## src/rtl/hazard_stall_ctrl_pkg.sv

```systemverilog
// rtl/hazard_stall_ctrl_pkg.sv - shared types and defaults for the hazard/stall controller
package hazard_stall_ctrl_pkg;

    localparam int CTRL_W_DEF = 10;
    localparam int REG_AW_DEF = 5;
    localparam int BCNT_W     = 16;

    typedef enum logic [1:0] {
        RUN     = 2'd0,
        LU_HOLD = 2'd1,
        FLUSH   = 2'd2
    } state_e;

    function automatic logic [BCNT_W-1:0] sat_inc(input logic [BCNT_W-1:0] v);
        return (v == {BCNT_W{1'b1}}) ? v : v + 1'b1;
    endfunction

endpackage

```

## src/rtl/hazard_stall_ctrl_if.sv

```systemverilog
// rtl/hazard_stall_ctrl_if.sv - pipeline-side signal bundle for the hazard/stall controller
interface hazard_stall_ctrl_if #(
    parameter int CTRL_W = hazard_stall_ctrl_pkg::CTRL_W_DEF,
    parameter int REG_AW = hazard_stall_ctrl_pkg::REG_AW_DEF
);
    logic [CTRL_W-1:0] ctrl_in;
    logic [REG_AW-1:0] id_rs;
    logic [REG_AW-1:0] id_rt;
    logic              id_uses_rt;
    logic              ex_mem_read;
    logic [REG_AW-1:0] ex_rt;
    logic              jump_in;
    logic              branch_taken;
    logic              mem_busy;
    logic [CTRL_W-1:0] ctrl_out;
    logic              pc_write;
    logic              ifid_write;
    logic              idex_write;
    logic              ifid_flush;
    logic              idex_flush;
    logic [15:0]       bubble_cnt;

    // Pipeline side drives the decode/EX observations and consumes the enables.
    modport master (
        output ctrl_in, id_rs, id_rt, id_uses_rt, ex_mem_read, ex_rt,
               jump_in, branch_taken, mem_busy,
        input  ctrl_out, pc_write, ifid_write, idex_write,
               ifid_flush, idex_flush, bubble_cnt
    );

    modport slave (
        input  ctrl_in, id_rs, id_rt, id_uses_rt, ex_mem_read, ex_rt,
               jump_in, branch_taken, mem_busy,
        output ctrl_out, pc_write, ifid_write, idex_write,
               ifid_flush, idex_flush, bubble_cnt
    );

endinterface

```

## src/rtl/hazard_stall_ctrl_hazard_detect.sv

```systemverilog
// rtl/hazard_stall_ctrl_hazard_detect.sv - combinational load-use hazard comparator
module hazard_detect #(
    parameter int REG_AW = 5
) (
    input  logic              ex_mem_read_i,
    input  logic [REG_AW-1:0] ex_rt_i,
    input  logic [REG_AW-1:0] id_rs_i,
    input  logic [REG_AW-1:0] id_rt_i,
    input  logic              id_uses_rt_i,
    output logic              lu_o
);

    // Register zero is hardwired, so a load targeting it never creates a dependency.
    assign lu_o = ex_mem_read_i && (ex_rt_i != '0) &&
                  ((ex_rt_i == id_rs_i) || (id_uses_rt_i && (ex_rt_i == id_rt_i)));

endmodule

```

## src/rtl/hazard_stall_ctrl.sv

```systemverilog
// rtl/hazard_stall_ctrl.sv - load-use stall, branch/jump flush and freeze control with bubble counter
module hazard_stall_ctrl
    import hazard_stall_ctrl_pkg::*;
#(
    parameter int CTRL_W    = CTRL_W_DEF,
    parameter int REG_AW    = REG_AW_DEF,
    parameter int LU_CYCLES = 1,
    parameter int FL_CYCLES = 1
) (
    input  logic          clk,
    input  logic          reset,
    hazard_stall_ctrl_if.slave bus
);

    localparam logic [2:0] LU_REM = 3'(LU_CYCLES - 1);
    localparam logic [2:0] FL_REM = 3'(FL_CYCLES - 1);

    state_e              state_q, state_d;
    logic [2:0]          rem_q, rem_d;
    logic [BCNT_W-1:0]   cnt_q, cnt_d;

    logic                lu;
    logic                bubble;
    logic [CTRL_W-1:0]   ctrl_out;
    logic                pc_write, ifid_write, idex_write, ifid_flush, idex_flush;

    hazard_detect #(.REG_AW(REG_AW)) u_hazard_detect (
        .ex_mem_read_i (bus.ex_mem_read),
        .ex_rt_i       (bus.ex_rt),
        .id_rs_i       (bus.id_rs),
        .id_rt_i       (bus.id_rt),
        .id_uses_rt_i  (bus.id_uses_rt),
        .lu_o          (lu)
    );

    always_comb begin
        pc_write   = 1'b0;
        ifid_write = 1'b0;
        idex_write = 1'b0;
        ifid_flush = 1'b0;
        idex_flush = 1'b0;
        ctrl_out   = '0;
        bubble     = 1'b0;
        state_d    = state_q;
        rem_d      = rem_q;
        cnt_d      = cnt_q;

        if (!reset) begin
            if (bus.mem_busy) begin
                ctrl_out = bus.ctrl_in;
            end else if (bus.branch_taken) begin
                // A taken branch squashes both younger stages and overrides any load-use hold.
                pc_write   = 1'b1;
                ifid_write = 1'b1;
                idex_write = 1'b1;
                ifid_flush = 1'b1;
                idex_flush = 1'b1;
                bubble     = 1'b1;
                rem_d      = FL_REM;
                state_d    = (FL_REM == 3'd0) ? RUN : FLUSH;
            end else if ((state_q == RUN && lu) || state_q == LU_HOLD) begin
                idex_write = 1'b1;
                bubble     = 1'b1;
                if (state_q == RUN) begin
                    rem_d   = LU_REM;
                    state_d = (LU_REM == 3'd0) ? RUN : LU_HOLD;
                end else if (rem_q <= 3'd1) begin
                    rem_d   = 3'd0;
                    state_d = RUN;
                end else begin
                    rem_d   = rem_q - 3'd1;
                end
            end else if (state_q == FLUSH) begin
                pc_write   = 1'b1;
                ifid_write = 1'b1;
                idex_write = 1'b1;
                ifid_flush = 1'b1;
                ctrl_out   = bus.ctrl_in;
                if (rem_q <= 3'd1) begin
                    rem_d   = 3'd0;
                    state_d = RUN;
                end else begin
                    rem_d   = rem_q - 3'd1;
                end
            end else begin
                pc_write   = 1'b1;
                ifid_write = 1'b1;
                idex_write = 1'b1;
                ifid_flush = bus.jump_in;
                ctrl_out   = bus.ctrl_in;
            end
            if (bubble) begin
                cnt_d = sat_inc(cnt_q);
            end
        end
    end

    always_ff @(posedge clk or posedge reset) begin
        if (reset) begin
            state_q <= RUN;
            rem_q   <= 3'd0;
            cnt_q   <= '0;
        end else begin
            state_q <= state_d;
            rem_q   <= rem_d;
            cnt_q   <= cnt_d;
        end
    end

    assign bus.ctrl_out   = ctrl_out;
    assign bus.pc_write   = pc_write;
    assign bus.ifid_write = ifid_write;
    assign bus.idex_write = idex_write;
    assign bus.ifid_flush = ifid_flush;
    assign bus.idex_flush = idex_flush;
    assign bus.bubble_cnt = cnt_q;

endmodule

```

## src/flat_wrapper.sv

```systemverilog
// flat-port wrapper written by rule: the top's interface ports become plain ports
module hazard_stall_ctrl_flat import hazard_stall_ctrl_pkg::*;
#(
    parameter int CTRL_W    = CTRL_W_DEF,
    parameter int REG_AW    = REG_AW_DEF,
    parameter int LU_CYCLES = 1,
    parameter int FL_CYCLES = 1
)
  (clk, reset, bus_ctrl_in, bus_id_rs, bus_id_rt, bus_id_uses_rt, bus_ex_mem_read, bus_ex_rt, bus_jump_in, bus_branch_taken, bus_mem_busy, bus_ctrl_out, bus_pc_write, bus_ifid_write, bus_idex_write, bus_ifid_flush, bus_idex_flush, bus_bubble_cnt);
  hazard_stall_ctrl_if #(.CTRL_W(CTRL_W), .REG_AW(REG_AW)) bus_i ();
  input  logic clk;
  input  logic reset;
  input wire logic [$bits(bus_i.ctrl_in)-1:0] bus_ctrl_in;
  input wire logic [$bits(bus_i.id_rs)-1:0] bus_id_rs;
  input wire logic [$bits(bus_i.id_rt)-1:0] bus_id_rt;
  input wire logic [$bits(bus_i.id_uses_rt)-1:0] bus_id_uses_rt;
  input wire logic [$bits(bus_i.ex_mem_read)-1:0] bus_ex_mem_read;
  input wire logic [$bits(bus_i.ex_rt)-1:0] bus_ex_rt;
  input wire logic [$bits(bus_i.jump_in)-1:0] bus_jump_in;
  input wire logic [$bits(bus_i.branch_taken)-1:0] bus_branch_taken;
  input wire logic [$bits(bus_i.mem_busy)-1:0] bus_mem_busy;
  output wire logic [$bits(bus_i.ctrl_out)-1:0] bus_ctrl_out;
  output wire logic [$bits(bus_i.pc_write)-1:0] bus_pc_write;
  output wire logic [$bits(bus_i.ifid_write)-1:0] bus_ifid_write;
  output wire logic [$bits(bus_i.idex_write)-1:0] bus_idex_write;
  output wire logic [$bits(bus_i.ifid_flush)-1:0] bus_ifid_flush;
  output wire logic [$bits(bus_i.idex_flush)-1:0] bus_idex_flush;
  output wire logic [$bits(bus_i.bubble_cnt)-1:0] bus_bubble_cnt;
  assign bus_i.ctrl_in = bus_ctrl_in;
  assign bus_i.id_rs = bus_id_rs;
  assign bus_i.id_rt = bus_id_rt;
  assign bus_i.id_uses_rt = bus_id_uses_rt;
  assign bus_i.ex_mem_read = bus_ex_mem_read;
  assign bus_i.ex_rt = bus_ex_rt;
  assign bus_i.jump_in = bus_jump_in;
  assign bus_i.branch_taken = bus_branch_taken;
  assign bus_i.mem_busy = bus_mem_busy;
  assign bus_ctrl_out = bus_i.ctrl_out;
  assign bus_pc_write = bus_i.pc_write;
  assign bus_ifid_write = bus_i.ifid_write;
  assign bus_idex_write = bus_i.idex_write;
  assign bus_ifid_flush = bus_i.ifid_flush;
  assign bus_idex_flush = bus_i.idex_flush;
  assign bus_bubble_cnt = bus_i.bubble_cnt;
  hazard_stall_ctrl #(.CTRL_W(CTRL_W), .REG_AW(REG_AW), .LU_CYCLES(LU_CYCLES), .FL_CYCLES(FL_CYCLES)) u_core (.clk(clk), .reset(reset), .bus(bus_i));
endmodule
```

## config.mk

```make
export PLATFORM = sky130hd
export DESIGN_NAME = hazard_stall_ctrl_flat
export DESIGN_NICKNAME = d
export VERILOG_FILES = /design/src/rtl/hazard_stall_ctrl_pkg.sv /design/src/rtl/hazard_stall_ctrl_if.sv /design/src/rtl/hazard_stall_ctrl_hazard_detect.sv /design/src/rtl/hazard_stall_ctrl.sv /design/src/flat_wrapper.sv
export SDC_FILE = /design/constraint.sdc
export NUM_CORES = 1
export LEC_CHECK = 0
export BUFFER_PORTS_ARGS = -buffer_cell sky130_fd_sc_hd__buf_4
export CORE_ASPECT_RATIO = 1.2
export CORE_MARGIN = 3
export CORE_UTILIZATION = 45
export DETAILED_ROUTE_END_ITERATION = 16
export PLACE_DENSITY = 0.85
export SLEW_MARGIN = 25
export SYNTH_ARGS = -nofsm -noshare
export SYNTH_HDL_FRONTEND = slang
export SYNTH_SLANG_ARGS = --single-unit
```

## constraint.sdc

```tcl
create_clock -name clk -period 2.1 [get_ports clk]
set_input_delay 0 -clock clk [delete_from_list [all_inputs] [get_ports clk]]
set_output_delay 0 -clock clk [all_outputs]
set_load 0.005 [all_outputs]
```

Word level (Yosys, flattened, before mapping)
Cells that the tools add are included.
Widths: inputs -> output; s select.
- bits in read-only memories: 0
- output and inout bits: 31
- latch bits: 0
- word-level logic and storage cells: 57
- memory bits (writable): 0
- memories: 0
- register bits: 21
- $add $sub $neg: 2
- multiplexer cells: 32
- divide/modulo/power cells: 0
- shift-type cells: 0
- multiply operators: 0
- reduce and logical (&&, ||, !) cells: 11
- order comparisons: 1
- eq/ne operators: 5
- bitwise logic cells: 3
- operator list (cell ; number):
    $mux 10 ; 4
    $mux 1 ; 18
    $add 16x1->16 const B ; 1
    $eq 16x16->1 const B ; 1
    $mux 3 ; 5
    $eq 5x5->1 ; 2
    $mux 2 ; 5
    $reduce_and 3->1 ; 2
    $reduce_bool 5->1 ; 1
    $logic_and 1x1->1 ; 4
    $le 3x1->1 const B ; 1
    $not 1->1 ; 3
    $reduce_bool 3->1 ; 1
    $sub 3x1->3 const B ; 1
    $eq 2x1->1 const B ; 1
    $eq 2x2->1 const B ; 1
    $logic_not 2->1 ; 1
    $logic_or 1x1->1 ; 2

Logic depth before layout (Yosys ltp)
- depth in word-level cells: 11
- gate-level depth with buffers: 9
- mapped depth without buffers: 8

Modules after synthesis
A second synthesis with hierarchy kept.
- cells, all modules: 139
- area, all modules: 1410.1 sq um
- by module, submodules not included (module ; times used ; area each (sq um) ; sequential area each (sq um) ; cells an instance):
    hazard_stall_ctrl ; 1 ; 1277.5 ; 525.5 ; 122
    hazard_detect ; 1 ; 132.6 ; 0.0 ; 17

Least setup slack after synthesis
OpenSTA, ideal clock, no wires.
- path type: flip-flop to flip-flop
- from: register u_core.cnt_q[0] (netlist: u_core.bus.bubble_cnt[0])
- to: register u_core.cnt_q[15] (netlist: u_core.bus.bubble_cnt[15])
- clock period less this slack: 1826 ps
- path buffers: 1
- cell stages (with the launch flop): 10
- setup time: 123 ps
- arrival: 1703 ps
- setup slack: 274 ps
- cells stage by stage: dfrtp_1 ha_1 nand2_1 nor2_1 a41oi_1 nand4b_1 nand2_1 buf_4 nand4_1 xnor2_1
- cells in the longest elaborated chain, start to end: 3
- elaborated cells between the ends (all ways): 4
- RTL lines (what ; RTL line ; RTL):
    start: declaration ; hazard_stall_ctrl.sv:20 ; logic [BCNT_W-1:0] cnt_q, cnt_d;
    start signal: assignment ; hazard_stall_ctrl.sv:106 ; cnt_q <= cnt_d;
    branches (longest 3 deep; another with $add 16x1->16) ; - ;
Several ways; the timed one is not identified.
A chain may end at the register's enable or synchronous reset.

Worst setup path after layout
- from: register u_core.cnt_q[6] (netlist: u_core.bus.bubble_cnt[6])
- to: register u_core.cnt_q[1] (netlist: u_core.bus.bubble_cnt[1])
- cells in the longest elaborated chain, start to end: 3
- RTL lines (what ; RTL line ; RTL):
    $eq 16x16->1 ; hazard_stall_ctrl_pkg.sv:15 ; return (v == {BCNT_W{1'b1}}) ? v : v + 1'b1;
    $not 1->1 (no line) ; - ;
    $reduce_and 3->1 (no line) ; - ;
No other way between the ends.

==> reports/summary.md <==
The first global-routing pass estimated 4760 µm of wire. The average instance in the mapped netlist occupies 9.81 µm². The logs give 1290 µm² for the post-synthesis cell area and 0.718 mW for the internal portion of total power. The fraction of synthesized cell area taken by the top area cell type is 40.6%, and the combined buffer and inverter count along the critical path is 1. The setup slack of the most critical reg-to-reg path was 0.20 ns. The logs give 17.8% for the total routing usage reported by global routing and 0.526 GHz for the achievable frequency.

Counting distinct cell types in the post-synthesis netlist gives 36. The count of flip-flops with a built-in enable after synthesis was 0. Once detail routing completed, the nets flagged for antenna violations numbered 0. In the final routed layout, each cell accounts on average for 13.6 µm. After clock tree synthesis, the clock-pin slew on the worst setup and hold paths is 0.10 ns. The most common flop cell mapped by yosys is sky130_fd_sc_hd__dfrtp_1.

At the later pin of the worst-skew pair, clock insertion delay measures 0.29 ns. The net count of the mapped netlist was 167; the total of fill cells in the finished design was 210. Entering global routing, the biggest net connects 22 pins. The path class of the tightest hold or removal check is in -> reg.

The post-route netlist has 38.2% of its cells at a drive strength greater than 1. STA classifies the critical path endpoint as a register. The slew at the pin closest to its max-slew limit is 0.393 ns. For the global placer's final weighted congestion, the log shows 0.721.

Of the total power, registers draw 50.9%. The vias after detailed routing is 1212. The share of synthesized flip-flops with an asynchronous set or reset works out to 100%.

The tools report the worst setup skew after layout as 0.000737 ns. The power share of the combinational group is 30.7%. TritonCTS created 3 clock buffers.

The maximum single-stage delay on the critical path is 0.43 ns, and the initial antenna violation count is 0. The startpoint identified for the worst register-to-register timing path is u_core.bus.bubble_cnt[6]. Along the worst path, the maximum fanout reaches 16. The initial standard-cell utilization of the core came out at 49.3%.

The die is 64.8 µm tall. The proportion of total power due to net switching is 28.1%, and the CTS sink count is 21. The nature of the critical path startpoint is a register. Detailed placement ended at an HPWL of 2490 µm.

The synthesized flop and latch total came out at 21. The tools report the final-report hold violation count as 0. Cell taking the most area after synthesis: sky130_fd_sc_hd__dfrtp_1. The logs give 235 for the net count of the finished layout and 0 for the remaining global-route overflow.

The kind of critical path is reg -> reg. No sink is reached through more buffers than the 2 on the longest clock path. The run finished with clean final reports.

The run gives 0 as the number of max-cap violations. Traced cell by cell, the critical path runs through and3_1 -> and4_4 -> a41oi_2 -> nand4b_1 -> nand2_1 -> buf_12 -> mux2_2. In this run the critical register-to-register path is captured at u_core.bus.bubble_cnt[1].

Overall die area: 3560 µm². The number of max-slew violations in the final report came out at 0. Setup repair after global routing left no endpoint under its margin. Hold timing on the final database bottoms out at a slack of 0.0967 ns. The tools report the data required time of the critical path as 2.29 ns.

Data on the critical path arrives at its endpoint at 2.09 ns. After synthesis, the cell types taking the most area are sky130_fd_sc_hd__dfrtp_1, sky130_fd_sc_hd__xnor2_1, sky130_fd_sc_hd__and2_1. The tools report the clock root buffer master as sky130_fd_sc_hd__clkbuf_4.

0 antenna diodes ended up in the layout. The commonest cells after synthesis are sky130_fd_sc_hd__xnor2_1, sky130_fd_sc_hd__dfrtp_1, sky130_fd_sc_hd__and2_1. The final total power is 0.998 mW.

TritonCTS built the clock tree. In this run the standard cell core region covers 2630 µm². For hold timing, the worst endpoint is u_core.rem_q[1]. The startpoint identified for the worst hold timing path is bus_branch_taken. Dividing the detail-routed via count by the number of cells gives 5.22.

The net switching power is 0.281 mW. On the critical path, the stage with the largest delay is an instance of sky130_fd_sc_hd__dfrtp_1. The final critical-path required period was 1.90 ns; the worst slew slack as a fraction of its limit was 73.7%.

The x dimension of the die is 55.0 µm, and the synthesized instance count is 132. Compared with the post-synthesis result, the final layout area differs by 43.7%. The detailed router finished its first iteration with 17 violations. Port buffering added 62 buffers.

For this run, the number of standard cells in the final layout without fillers is 232. The deepest level of the CTS H-tree was 1; the setup TNS was 0 ns. The dominant delay contributor by cell family on the critical path is simple AND/OR/NAND/NOR gates. The number of cells on the worst reg-to-reg path is 7. Library cell with the highest instance count after synthesis: sky130_fd_sc_hd__xnor2_1.

The period utilization was 90.5%. Pin placement for this block handled 63 I/O pins. Row generation in the floorplan step produced 20 rows. The number of warning messages in the yosys log is 0, and the clock share of power is 18.4%. The final layout contains routed wiring with a total length of 3160 µm.

Sequential cells were found to cover 40.6% of the synthesized design area. For the number of iterations in the first detailed-routing pass, the log shows 4. The logs give 227 for the total instance count after detailed placement and 0.908 nW for the leakage power figure. The total of endpoints with negative setup slack in the final report was 0; the worst ir drop on vdd was 656 µV. After detailed routing, the number of remaining DRC violations is 0.

The via count of the first global-routing pass came out at 1142. In this run the power density over the cells is 537 nW/µm². The number of stages on the worst hold path works out to 3.
kinds of logic after synthesis:
group | synth area share [%]
muxes | 1.64
and+or+nand+nor | 24.4
adders and majority gates | 2.90
AOI/OAI and AO/OA | 9.86
buffers and inverters | 2.99
xor gates and xnor gates | 17.6
DFF | 40.6
routing by layer:
metal | GRT usage (%) | wire length (µm)
met5 | 0 | 0
met4 | 6.38 | 46
met3 | 2.99 | 434
met2 | 33.0 | 1480
met1 | 19.1 | 1200
flip-flops by register name, summed over array words and instances, names as in the netlist:
register	flops
u_core.bus.bubble_cnt	16
u_core.rem_q	3
u_core.state_q	2
timing repair:
item | in CTS | in global routing
endpoints found under the setup margin | 0 | 7
resized for setup | 0 | 1
hold endpoints to repair | 21 | 0
hold buffers | 1 | 0
buffers inserted | 0 | 0
worst max path at each step:
stage	startpoint	to	slack [ns]	depth (start not counted)
floorplan	u_core.bus.bubble_cnt[0]	u_core.bus.bubble_cnt[15]	0.27	9
global placement	u_core.bus.bubble_cnt[6]	u_core.bus.bubble_cnt[1]	0.26	7
detailed placement	u_core.bus.bubble_cnt[6]	u_core.bus.bubble_cnt[1]	0.20	7
CTS	u_core.bus.bubble_cnt[7]	u_core.bus.bubble_cnt[1]	0.17	7
global route	u_core.bus.bubble_cnt[6]	u_core.bus.bubble_cnt[9]	0.06	8
finish	u_core.bus.bubble_cnt[6]	u_core.bus.bubble_cnt[1]	0.20	7
cell usage in the layout (no fill, tap or decap), types with 3 or more instances in the layout:
cell,netlist,layout
sky130_fd_sc_hd__ha_1,3,3
sky130_fd_sc_hd__buf_4,2,64
sky130_fd_sc_hd__and3_1,4,4
sky130_fd_sc_hd__nor2_1,7,7
sky130_fd_sc_hd__o21a_1,3,3
sky130_fd_sc_hd__xnor2_1,24,24
sky130_fd_sc_hd__dfrtp_1,21,21
sky130_fd_sc_hd__clkbuf_4,0,3
sky130_fd_sc_hd__nand2_1,9,9
sky130_fd_sc_hd__nand3_1,8,8
sky130_fd_sc_hd__inv_1,5,5
sky130_fd_sc_hd__and2_1,12,12
sky130_fd_sc_hd__nand4_1,7,7
stage by stage:
step / setup slack (ns) / utilization (%) / instance area [µm²]
finish: 0.200 / 70.8 / 1860
CTS: 0.166 / 70.5 / 1850
global route: 0.0602 / 70.8 / 1860
floorplan: 0.274 / - / 1290
global placement: 0.258 / 69.1 / 1820
detailed placement: 0.195 / 69.1 / 1820
power by group through the flow:
stage	clock, mW	sequential, mW	combinational [mW]
after floorplan	0	0.515	0.128
after global placement	0	0.513	0.300
after detailed placement	0	0.518	0.308
after CTS	0.189	0.510	0.311
after global routing	0.207	0.518	0.341
final	0.184	0.508	0.306
layout make-up:
cell class,count,area (µm²),area share [%]
Timing Repair Buffer,66,510,27.4
Inverter,5,18.8,1.01
Tap cell,33,41.3,2.22
Multi-Input combinational cell,103,738,39.7
Clock buffer,4,26.3,1.41
Sequential cell,21,526,28.2
worst register-to-register path, stage by stage, from the launching register on:
cell and delay [ns]:
sky130_fd_sc_hd__dfrtp_1 0.43, sky130_fd_sc_hd__and3_1 0.23, sky130_fd_sc_hd__and4_4 0.21, sky130_fd_sc_hd__a41oi_2 0.18, sky130_fd_sc_hd__nand4b_1 0.12, sky130_fd_sc_hd__nand2_1 0.14
sky130_fd_sc_hd__buf_12 0.15, sky130_fd_sc_hd__mux2_2 0.33
(Power assumes the default switching activity.)
